File: src/rtl/hififo_request_burst_pkg.sv
// hififo_request_burst_pkg: shared unit/boundary constants, burst state enum and unsigned min helpers
package hififo_request_burst_pkg;
   localparam int HIFIFO_BS = 3;
   localparam int HIFIFO_BOUNDARY = 4096;
   typedef enum logic [1:0] {IDLE, OFFER, ACK} burst_state_t;
   function automatic logic [31:0] min3(input logic [31:0] a, input logic [31:0] b, input logic [31:0] c);
      return (a < b) ? ((a < c) ? a : c) : ((b < c) ? b : c);
   endfunction
   function automatic logic [31:0] min4(input logic [31:0] a, input logic [31:0] b, input logic [31:0] c,
                                        input logic [31:0] d);
      return min3((a < b) ? a : b, c, d);
   endfunction
endpackage

File: src/rtl/hififo_request_burst_if.sv
// hififo_request_burst_if: producer request handshake plus burst offer towards the TLP generator
interface hififo_request_burst_if #(
   parameter int BS = 3,
   parameter int AMSB = 63,
   parameter int LMSB = 20,
   parameter int LW = 5
);
   logic [LMSB-BS:0] request_count;
   logic [AMSB:0] request_addr;
   logic request_valid;
   logic request_ack;
   logic burst_valid;
   logic [AMSB:0] burst_addr;
   logic [LW-1:0] burst_len;
   logic burst_ready;
   modport master (
      input request_count, request_addr, request_valid, burst_ready,
      output request_ack, burst_valid, burst_addr, burst_len
   );
   modport slave (
      output request_count, request_addr, request_valid, burst_ready,
      input request_ack, burst_valid, burst_addr, burst_len
   );
endinterface

File: src/rtl/hififo_credit_counter.sv
// hififo_credit_counter: units committed to the downstream FIFO, +N on handshake, -1 on release, floor at 0
module hififo_credit_counter #(
   parameter int LW = 5,
   parameter int CW = 10
) (
   input logic clock,
   input logic reset,
   input logic add,
   input logic [LW-1:0] add_n,
   input logic sub,
   output logic [CW-1:0] outstanding
);
   logic [CW-1:0] sum;
   always_comb sum = outstanding + (add ? CW'(add_n) : CW'(0));
   always_ff @(posedge clock)
      outstanding <= reset ? '0 : sum - CW'(sub && sum != '0);
endmodule

File: src/rtl/hififo_request_burst.sv
// hififo_request_burst: splits producer transfers into bursts bounded by length, address line and FIFO credit
module hififo_request_burst
   import hififo_request_burst_pkg::*;
#(
   parameter int BS = HIFIFO_BS,
   parameter int AMSB = 63,
   parameter int LMSB = 20,
   parameter int MAX_BURST = 16,
   parameter int BOUNDARY = HIFIFO_BOUNDARY,
   parameter int FIFO_UNITS = 512,
   localparam int LW = $clog2(MAX_BURST) + 1,
   localparam int CW = $clog2(FIFO_UNITS) + 1
) (
   input logic clock,
   input logic reset,
   hififo_request_burst_if.master bus,
   input logic unit_freed,
   input logic abort,
   output logic [CW-1:0] outstanding,
   output logic idle
);
   localparam int BW = $clog2(BOUNDARY);
   burst_state_t state;
   logic [LW-1:0] ack_cnt;
   logic [LW-1:0] n;
   logic [31:0] credits;
   logic [31:0] to_bound;
   logic handshake;
   // a start exactly on a line yields a full line, letting MAX_BURST limit instead
   always_comb begin
      credits = 32'(FIFO_UNITS) - 32'(outstanding);
      to_bound = 32'(BOUNDARY >> BS) - 32'(bus.request_addr[BW-1:BS]);
      n = LW'(min4(32'(bus.request_count), 32'(MAX_BURST), to_bound, credits));
      handshake = state == OFFER && bus.burst_valid && bus.burst_ready && !abort;
      idle = state == IDLE;
   end
   always_ff @(posedge clock) begin
      if (reset) begin
         state <= IDLE;
         bus.request_ack <= 1'b0;
         bus.burst_valid <= 1'b0;
         bus.burst_addr <= '0;
         bus.burst_len <= '0;
         ack_cnt <= '0;
      end else if (abort) begin
         state <= IDLE;
         bus.request_ack <= 1'b0;
         bus.burst_valid <= 1'b0;
         ack_cnt <= '0;
      end else begin
         case (state)
            IDLE:
               if (bus.request_valid && credits != 0) begin
                  bus.burst_addr <= bus.request_addr;
                  bus.burst_len <= n;
                  bus.burst_valid <= 1'b1;
                  state <= OFFER;
               end
            OFFER:
               if (bus.burst_ready) begin
                  bus.burst_valid <= 1'b0;
                  bus.request_ack <= 1'b1;
                  ack_cnt <= bus.burst_len;
                  state <= ACK;
               end
            ACK:
               // the IDLE cycle after the last ack lets the producer's count/address settle
               if (!bus.request_valid || ack_cnt <= 1) begin
                  bus.request_ack <= 1'b0;
                  ack_cnt <= '0;
                  state <= IDLE;
               end else begin
                  ack_cnt <= ack_cnt - 1'b1;
               end
            default: state <= IDLE;
         endcase
      end
   end
   hififo_credit_counter #(.LW(LW), .CW(CW)) u_credit (
      .clock(clock),
      .reset(reset),
      .add(handshake),
      .add_n(bus.burst_len),
      .sub(unit_freed),
      .outstanding(outstanding)
   );
endmodule
File: src/flat_wrapper.sv
// flat-port wrapper written by rule: the top's interface ports become plain ports
module hififo_request_burst_flat import hififo_request_burst_pkg::*;
#(
   parameter int BS = HIFIFO_BS,
   parameter int AMSB = 63,
   parameter int LMSB = 20,
   parameter int MAX_BURST = 16,
   parameter int BOUNDARY = HIFIFO_BOUNDARY,
   parameter int FIFO_UNITS = 512,
   localparam int LW = $clog2(MAX_BURST) + 1,
   localparam int CW = $clog2(FIFO_UNITS) + 1
)
  (clock, reset, unit_freed, abort, outstanding, idle, bus_request_count, bus_request_addr, bus_request_valid, bus_burst_ready, bus_request_ack, bus_burst_valid, bus_burst_addr, bus_burst_len);
  hififo_request_burst_if #(.BS(BS), .AMSB(AMSB), .LMSB(LMSB)) bus_i ();
  input logic clock;
  input logic reset;
  input logic unit_freed;
  input logic abort;
  output logic [CW-1:0] outstanding;
  output logic idle;
  input wire logic [$bits(bus_i.request_count)-1:0] bus_request_count;
  input wire logic [$bits(bus_i.request_addr)-1:0] bus_request_addr;
  input wire logic [$bits(bus_i.request_valid)-1:0] bus_request_valid;
  input wire logic [$bits(bus_i.burst_ready)-1:0] bus_burst_ready;
  output wire logic [$bits(bus_i.request_ack)-1:0] bus_request_ack;
  output wire logic [$bits(bus_i.burst_valid)-1:0] bus_burst_valid;
  output wire logic [$bits(bus_i.burst_addr)-1:0] bus_burst_addr;
  output wire logic [$bits(bus_i.burst_len)-1:0] bus_burst_len;
  assign bus_i.request_count = bus_request_count;
  assign bus_i.request_addr = bus_request_addr;
  assign bus_i.request_valid = bus_request_valid;
  assign bus_i.burst_ready = bus_burst_ready;
  assign bus_request_ack = bus_i.request_ack;
  assign bus_burst_valid = bus_i.burst_valid;
  assign bus_burst_addr = bus_i.burst_addr;
  assign bus_burst_len = bus_i.burst_len;
  hififo_request_burst #(.BS(BS), .AMSB(AMSB), .LMSB(LMSB), .MAX_BURST(MAX_BURST), .BOUNDARY(BOUNDARY), .FIFO_UNITS(FIFO_UNITS)) u_core (.clock(clock), .reset(reset), .bus(bus_i), .unit_freed(unit_freed), .abort(abort), .outstanding(outstanding), .idle(idle));
endmodule
File: config.mk
export PLATFORM = sky130hd
export DESIGN_NAME = hififo_request_burst_flat
export DESIGN_NICKNAME = d
export VERILOG_FILES = /design/src/rtl/hififo_request_burst_pkg.sv /design/src/rtl/hififo_request_burst_if.sv /design/src/rtl/hififo_credit_counter.sv /design/src/rtl/hififo_request_burst.sv /design/src/flat_wrapper.sv
export SDC_FILE = /design/constraint.sdc
export NUM_CORES = 1
export LEC_CHECK = 0
export CORE_UTILIZATION = 42
export DETAILED_ROUTE_END_ITERATION = 12
export GPL_TIMING_DRIVEN = 0
export PLACE_DENSITY = 0.82
export RECOVER_POWER = 25
export SLEW_MARGIN = 10
export SYNTH_ARGS = -nofsm -noshare
export SYNTH_HDL_FRONTEND = slang
export SYNTH_HIERARCHICAL = 1
export SYNTH_SLANG_ARGS = --single-unit
File: constraint.sdc
create_clock -name clock -period 4.4 [get_ports clock]
set_input_delay 0.88 -clock clock [delete_from_list [all_inputs] [get_ports clock]]
set_output_delay 0.88 -clock clock [all_outputs]
set_load 0.02 [all_outputs]
==> results.py <==
metrics = {
    "grt": {
        "grt_overflow": 0,
        "grt_pass1_vias": 5000,
        "grt_pass1_wl_mm": 24.3,
        "grt_max_degree": 18,
        "grt_use_total_pct": 24.2,
        "antenna_found_initial": 0,
    },
    "yosys": {
        "synth_xor_area_share_pct": 4.28,
        "synth_top_family_by_area": "simple AND/OR/NAND/NOR gates",
        "synth-async-reset-ratio_pct": 0,
        "synth-seq-area-share_pct": 34.4,
        "ys_seq_elements": 88,
        "synth.area.mux_share_pct": 2.20,
        "syn_area_um2": 5120,
        "yosys_warnings": 6,
        "synthAdderAreaFrac_pct": 11.1,
        "synth_edf_count": 0,
        "yosysUniqueCellTypes": 69,
        "syn_area_per_cell_um2": 7.93,
        "synth_compound_area_share_pct": 19.4,
        "synthSimpleGateAreaFrac_pct": 23.1,
        "synth_flop_cell": "dfxtp_1",
        "syn_inst": 646,
    },
    "clock_network": {
        "clk_path_buf_depth": 2,
        "postCtsHoldBufs": 0,
        "cts_tree": "built",
        "cts_buffers": 9,
        "clk_pin_slew_worst_paths_ps": 60,
        "clock_latency_ps": 350,
        "htree_levels": 3,
        "clockRootBuffer": "clkbuf_16",
        "cts_sinks": 88,
    },
    "timing": {
        "rsz0062_at_grt": "no",
        "setup_viol": 0,
        "fin_skew_ps": 8.12,
        "holdWs_ps": 449,
        "hold_violations": 0,
        "relSlewSlack_pct": 65.5,
        "drv_slew": 0,
        "worst-slew-pin-transition_ps": 518,
        "clock.fmax_mhz": 233,
        "finalCritPeriodShare_pct": 97.5,
        "min_period_ps": 4290,
    },
    "final_layout": {
        "area_delta_synth_final_pct": 50.3,
        "layout.cells.most_common": "nand2_1",
        "fin_util_pct": 66.0,
        "regArea_um2": 1760,
        "multi_input_area_um2": 3220,
        "drive_gt1_share_pct": 10.8,
        "layoutNonFillerInstCount": 1021,
        "num-fill-cells": 969,
        "final_cell_mix": "nand2_1 (155), clkdlybuf4s50_1 (125), a21oi_1 (91), dfxtp_1 (88), dlygate4sd3_1 (42)",
        "antennaDiodeCount": 0,
        "nets": 1006,
    },
    "placed_design": {
        "gp_congestion": 0.875,
        "dpl.cell_count": 975,
        "place.detailed.hpwl_mm": 11.2,
        "port-buffer-count": 169,
    },
    "power": {
        "peakVddDrop_uv": 282,
        "powerDensity_nw_per_um2": 515,
        "p_leak_uw": 0.00314,
    },
    "routing": {
        "firstDrtPassIters": 5,
        "viasPerCell": 5.21,
        "top_layer": "met4",
        "drtAntennaViolNets": 0,
        "wirelength_met1_mm": 6.45,
        "route.vias.total": 5319,
        "routed_wl_mm": 15.2,
        "wl_met2_mm": 7.50,
        "drc": 0,
        "wire_per_inst_um": 14.9,
        "dr_wl_met3_um": 897,
        "dr.first_iter.drc_count": 358,
    },
    "worst_setup_path": {
        "crit_fanout": 2,
        "path_class": "primary input to register",
        "cp-end-kind": "register",
        "critical-path-max-stage-delay_ps": 180,
        "cp_common_cell": "buf_4",
        "r2r_cells": 28,
        "rrSetupSlack_ps": 350,
        "critPathSlowestCell": "o21a_1",
        "cp.arrival_ps": 4500,
        "critical_path_required_ps": 4610,
        "cp-start-kind": "primary input",
    },
    "die": {
        "core_area_um2": 11700,
        "ioPinCount": 170,
        "core.rowCount": 39,
        "dieArea_um2": 12600,
        "die_x_um": 112,
        "start_util_pct": 43.9,
        "chipHeight_um": 112,
    },
    "run": {
        "max_cap_violations": 0,
    },
    "outcome": {
        "status": "completed",
    },
    "worst_hold_path": {
        "hold_depth": 2,
        "hp-class": "register to register",
    },
}
-- per-layer routing --
layer  global-route usage (%)  vias to the layer above
li1                         -                     2674
met1                     30.0                     2413
met2                     41.2                      196
met3                     4.43                       36
met4                     10.1                        0
met5                        0                        -
-- where the power goes --
group | switching, uW | internal, uW | total, uW
combinational | 1090 | 977 | 2060
sequential | 160 | 888 | 1050
clock | 342 | 510 | 852
-- path summary, 6_finish.rpt --
| check | startpoint | to |
|---|---|---|
| worst min-delay path | u_core/bus.burst_addr[40] | u_core/bus.burst_addr[40] |
| worst max register to register | u_core/state[1] | u_core/ack_cnt[2] |
| worst max-delay path | bus_burst_ready | u_core/ack_cnt[2] |
| worst min register to register | u_core/bus.burst_addr[40] | u_core/bus.burst_addr[40] |
-- flip-flops by register name, summed over array words and instances (netlist names) --
name	cells
u_core/u_credit/outstanding	10
u_core/state	2
u_core/bus.burst_len	5
u_core/ack_cnt	5
u_core/bus.burst_addr	64
u_core/bus.burst_valid	1
u_core/bus.request_ack	1
-- synth_stat cells (4+ instances only) --
library cell,instances,area share (%)
a21oi_1,91,8.9
and2_1,5,0.61
and3_1,4,0.49
buf_2,4,0.39
buf_4,5,0.73
clkbuf_1,18,1.3
dfxtp_1,88,34
ha_1,44,11
inv_1,30,2.2
mux2i_1,9,1.8
nand2_1,156,11
nand2b_1,5,0.61
nand3_1,8,0.78
nand4_1,6,0.73
nor2_1,34,2.5
nor2b_1,4,0.49
nor3_1,8,0.78
nor4_1,5,0.61
o211ai_1,4,0.59
o21a_1,6,0.88
o21ai_0,15,1.5
o21ai_1,6,0.59
o32a_1,5,0.98
xnor2_1,14,2.4
xor2_1,11,1.9
-- metrics by stage --
stage,cell area (um2),worst slack [ps],setup TNS (ps),total power [uW]
2_1_floorplan,5190,87.4,0,2440
3_3_place_gp,7060,-880,-6860,2970
3_5_place_dp,7060,-930,-7340,3020
4_1_cts,7660,171,0,3950
5_1_grt,7700,71.8,0,4260
6_report,7700,112,0,3960
-- cells by family after synthesis --
| kind of cell | after synthesis |
|---|---|
| AND/OR/NAND/NOR | 258 |
| flip-flops | 88 |
| multiplexers | 11 |
| other | 1 |
| buffers and inverters | 61 |
| AO/OA/AOI/OAI | 157 |
| XOR/XNOR | 25 |
| adder cells (fa/ha/maj) | 45 |
-- area by class of cell --
class / instances / share of cell area (%)
well taps: 143 / 2.32
inverters: 31 / 1.51
multi-input cells: 514 / 41.9
flip-flops and latches: 88 / 22.9
repair buffers: 199 / 24.9
plain buffers: 30 / 2.23
clock buffers: 9 / 2.93
clock inverters: 7 / 1.38
-- worst max-delay path: cells and delay by family --
family	cells	cell delay, ps
buffers and inverters	24	2960
and+or+nand+nor	2	170
AOI/OAI and AO/OA	3	480
-- timing repair --
action,in CTS,in global routing
resized for setup,19,5
endpoints found under the hold margin,0,0
setup buffers,27,3
setup endpoints to repair,10,6
pin swaps,11,6
(Power assumes the default switching activity.)
==> RTL change: new RTL, same flow settings <==
The 3 states of `burst_state_t` get a one-hot encoding in 3 bits.
--- a/src/rtl/hififo_request_burst_pkg.sv
+++ b/src/rtl/hififo_request_burst_pkg.sv
@@ -4,3 +4,3 @@
    localparam int HIFIFO_BOUNDARY = 4096;
-   typedef enum logic [1:0] {IDLE, OFFER, ACK} burst_state_t;
+   typedef enum logic [2:0] {IDLE = 3'b001, OFFER = 3'b010, ACK = 3'b100} burst_state_t;
    function automatic logic [31:0] min3(input logic [31:0] a, input logic [31:0] b, input logic [31:0] c);
Behaviour: no difference found for any inputs over 4 cycles, from zero or initial values and one cycle with reset high; so few cycles prove little.
==> RTL change against the original RTL <==
- fmax up 1.5%
- register-to-register slack worse by 0.06 ns
- highest routed layer unchanged
- setup slack better by 0.063 ns
- critical path depth down 10
- largest cell class unchanged
- critical endpoint is now u_core/u_credit/outstanding[8]$_SDFF_PP0_
- sequential cell count up 1
- power down 3.2%
- wire length up 0.30%
- area after synthesis up 4.2%
- critical path type unchanged
- final area unchanged
==> RTL change: results (changes against the original RTL) <==
route:
  met3WireLength_um: 777  # -13%
  vias: 5407  # +1.7%
  first_iter_violations: 309  # -14%
  wl_um: 15300  # +0.30%
  highest_layer: "met4"
  wl_met2_um: 7590  # +1.3%
  wire_per_inst_um: 14.6  # -2.2%
  wl_met1_um: 6660  # +3.3%
global_routing:
  grt_start_max_net_pins: 17  # -1
  grt_pass1_vias: 4956  # -0.88%
  track_usage: 0.229  # -0.0123
  grtUsageMet1: 0.284  # -0.0162
  use_met2: 0.403  # -0.00836
  grt_pass1_wl_um: 23800  # -1.8%
  use_met3: 0.0482  # +0.00390
worst_setup_path:
  cp.arrival_ns: 4.52  # +0.02 ns
  ff2ff_setup_slack_ns: 0.29  # -0.06 ns
  critPathMaxStageDelay_ns: 0.39  # +0.21 ns
  ff2ff_path_depth: 19  # -32%
  critPathSlowestCell: "or3_4"
  crit_end: "u_core/u_credit/outstanding[8]$_SDFF_PP0_"
  critical-path-top-delay-family: "simple AND/OR/NAND/NOR gates"
  crit_fanout: 6  # +4
logic_synthesis:
  syn_inst: 669  # +3.6%
  synth_common_cells: "nand2_1 (161), a21oi_1 (93), dfxtp_1 (89)"
  muxShareOfSynthArea: 0.0190  # -0.00299
  synth-adder-area-share: 0.107  # -0.00447
  synthXorXnorAreaFrac: 0.0410  # -0.00171
  synth_cell_types: 68  # -1.4%
  yosysSeqAreaShare: 0.334  # -0.0100
  synth_area_leaders: "dfxtp_1 (33%), nand2_1 (11%), ha_1 (10%)"
  synth-compound-area-share: 0.193  # -0.000744
final_layout:
  fill_cells: 1079  # +11%
  final_layout_size_suffix_gt1_frac: 0.0853  # -0.0229
placed_design:
  globalplace.congestion: 0.871  # -0.51%
  dp_hpwl_um: 11300  # +1.0%
  placed_area_um2: 7300  # +3.4%
  dp_cells: 1023  # +4.9%
  dpl_worst_slack_ns: -1.07  # -0.142 ns
sta:
  fmax_mhz: 237  # +1.5%
  fin_hold_ws_ns: 0.450  # +0.00144 ns
  clock_skew_ns: 0.00519  # -0.00292 ns
  max-slew-margin-rel: 0.288  # -0.367
clocking:
  clockBufferDepth: 2  # unchanged
worst_hold_path:
  min_from: "u_core/bus.burst_addr[14]$_SDFFE_PP0P_"
  hp-class: "register to register"
  min_to: "u_core/bus.burst_addr[14]$_SDFFE_PP0P_"
power_and_ir_drop:
  p_leak_uw: 0.00310  # -1.0%
  ir_drop_mv: 0.241  # -15%
run_status:
  outcome: "completed"
RTL change: cell count changes in the layout (fill, tap and decap cells not counted), moves of 4 or more:
| cell | delta |
|---|---|
| buf_4 | -26 |
| buf_6 | +12 |
| or3_1 | +6 |
| nand2_1 | +5 |
| nor2_1 | +5 |
| nor3_1 | +5 |
| o32a_1 | -5 |
| o21ai_0 | +4 |
RTL change: area by class of cell:
class                      instances  area [um2]  share of cell area
clock inverter                     7        53.8             0.00699
inverter                          28         105              0.0137
clock buffer                       9         225              0.0293
sequential                        89        1780               0.232
buffer                            33         244              0.0317
timing repair buffer             177        1750               0.228
tap                              168         210              0.0273
multi-input combinational        536        3320               0.432
RTL change: repair_timing:
item,CTS,global route
pin swaps,5,4
setup buffers,5,3
endpoints found under the setup margin,10,8
gates resized for setup,8,8
cloned,0,0
RTL change: power by group:
group	leakage, uW	switching (uW)	internal (uW)
clock	0.000128	337	386
combinational	0.00225	1150	947
sequential	0.000726	127	891
total	0.00310	1610	2220
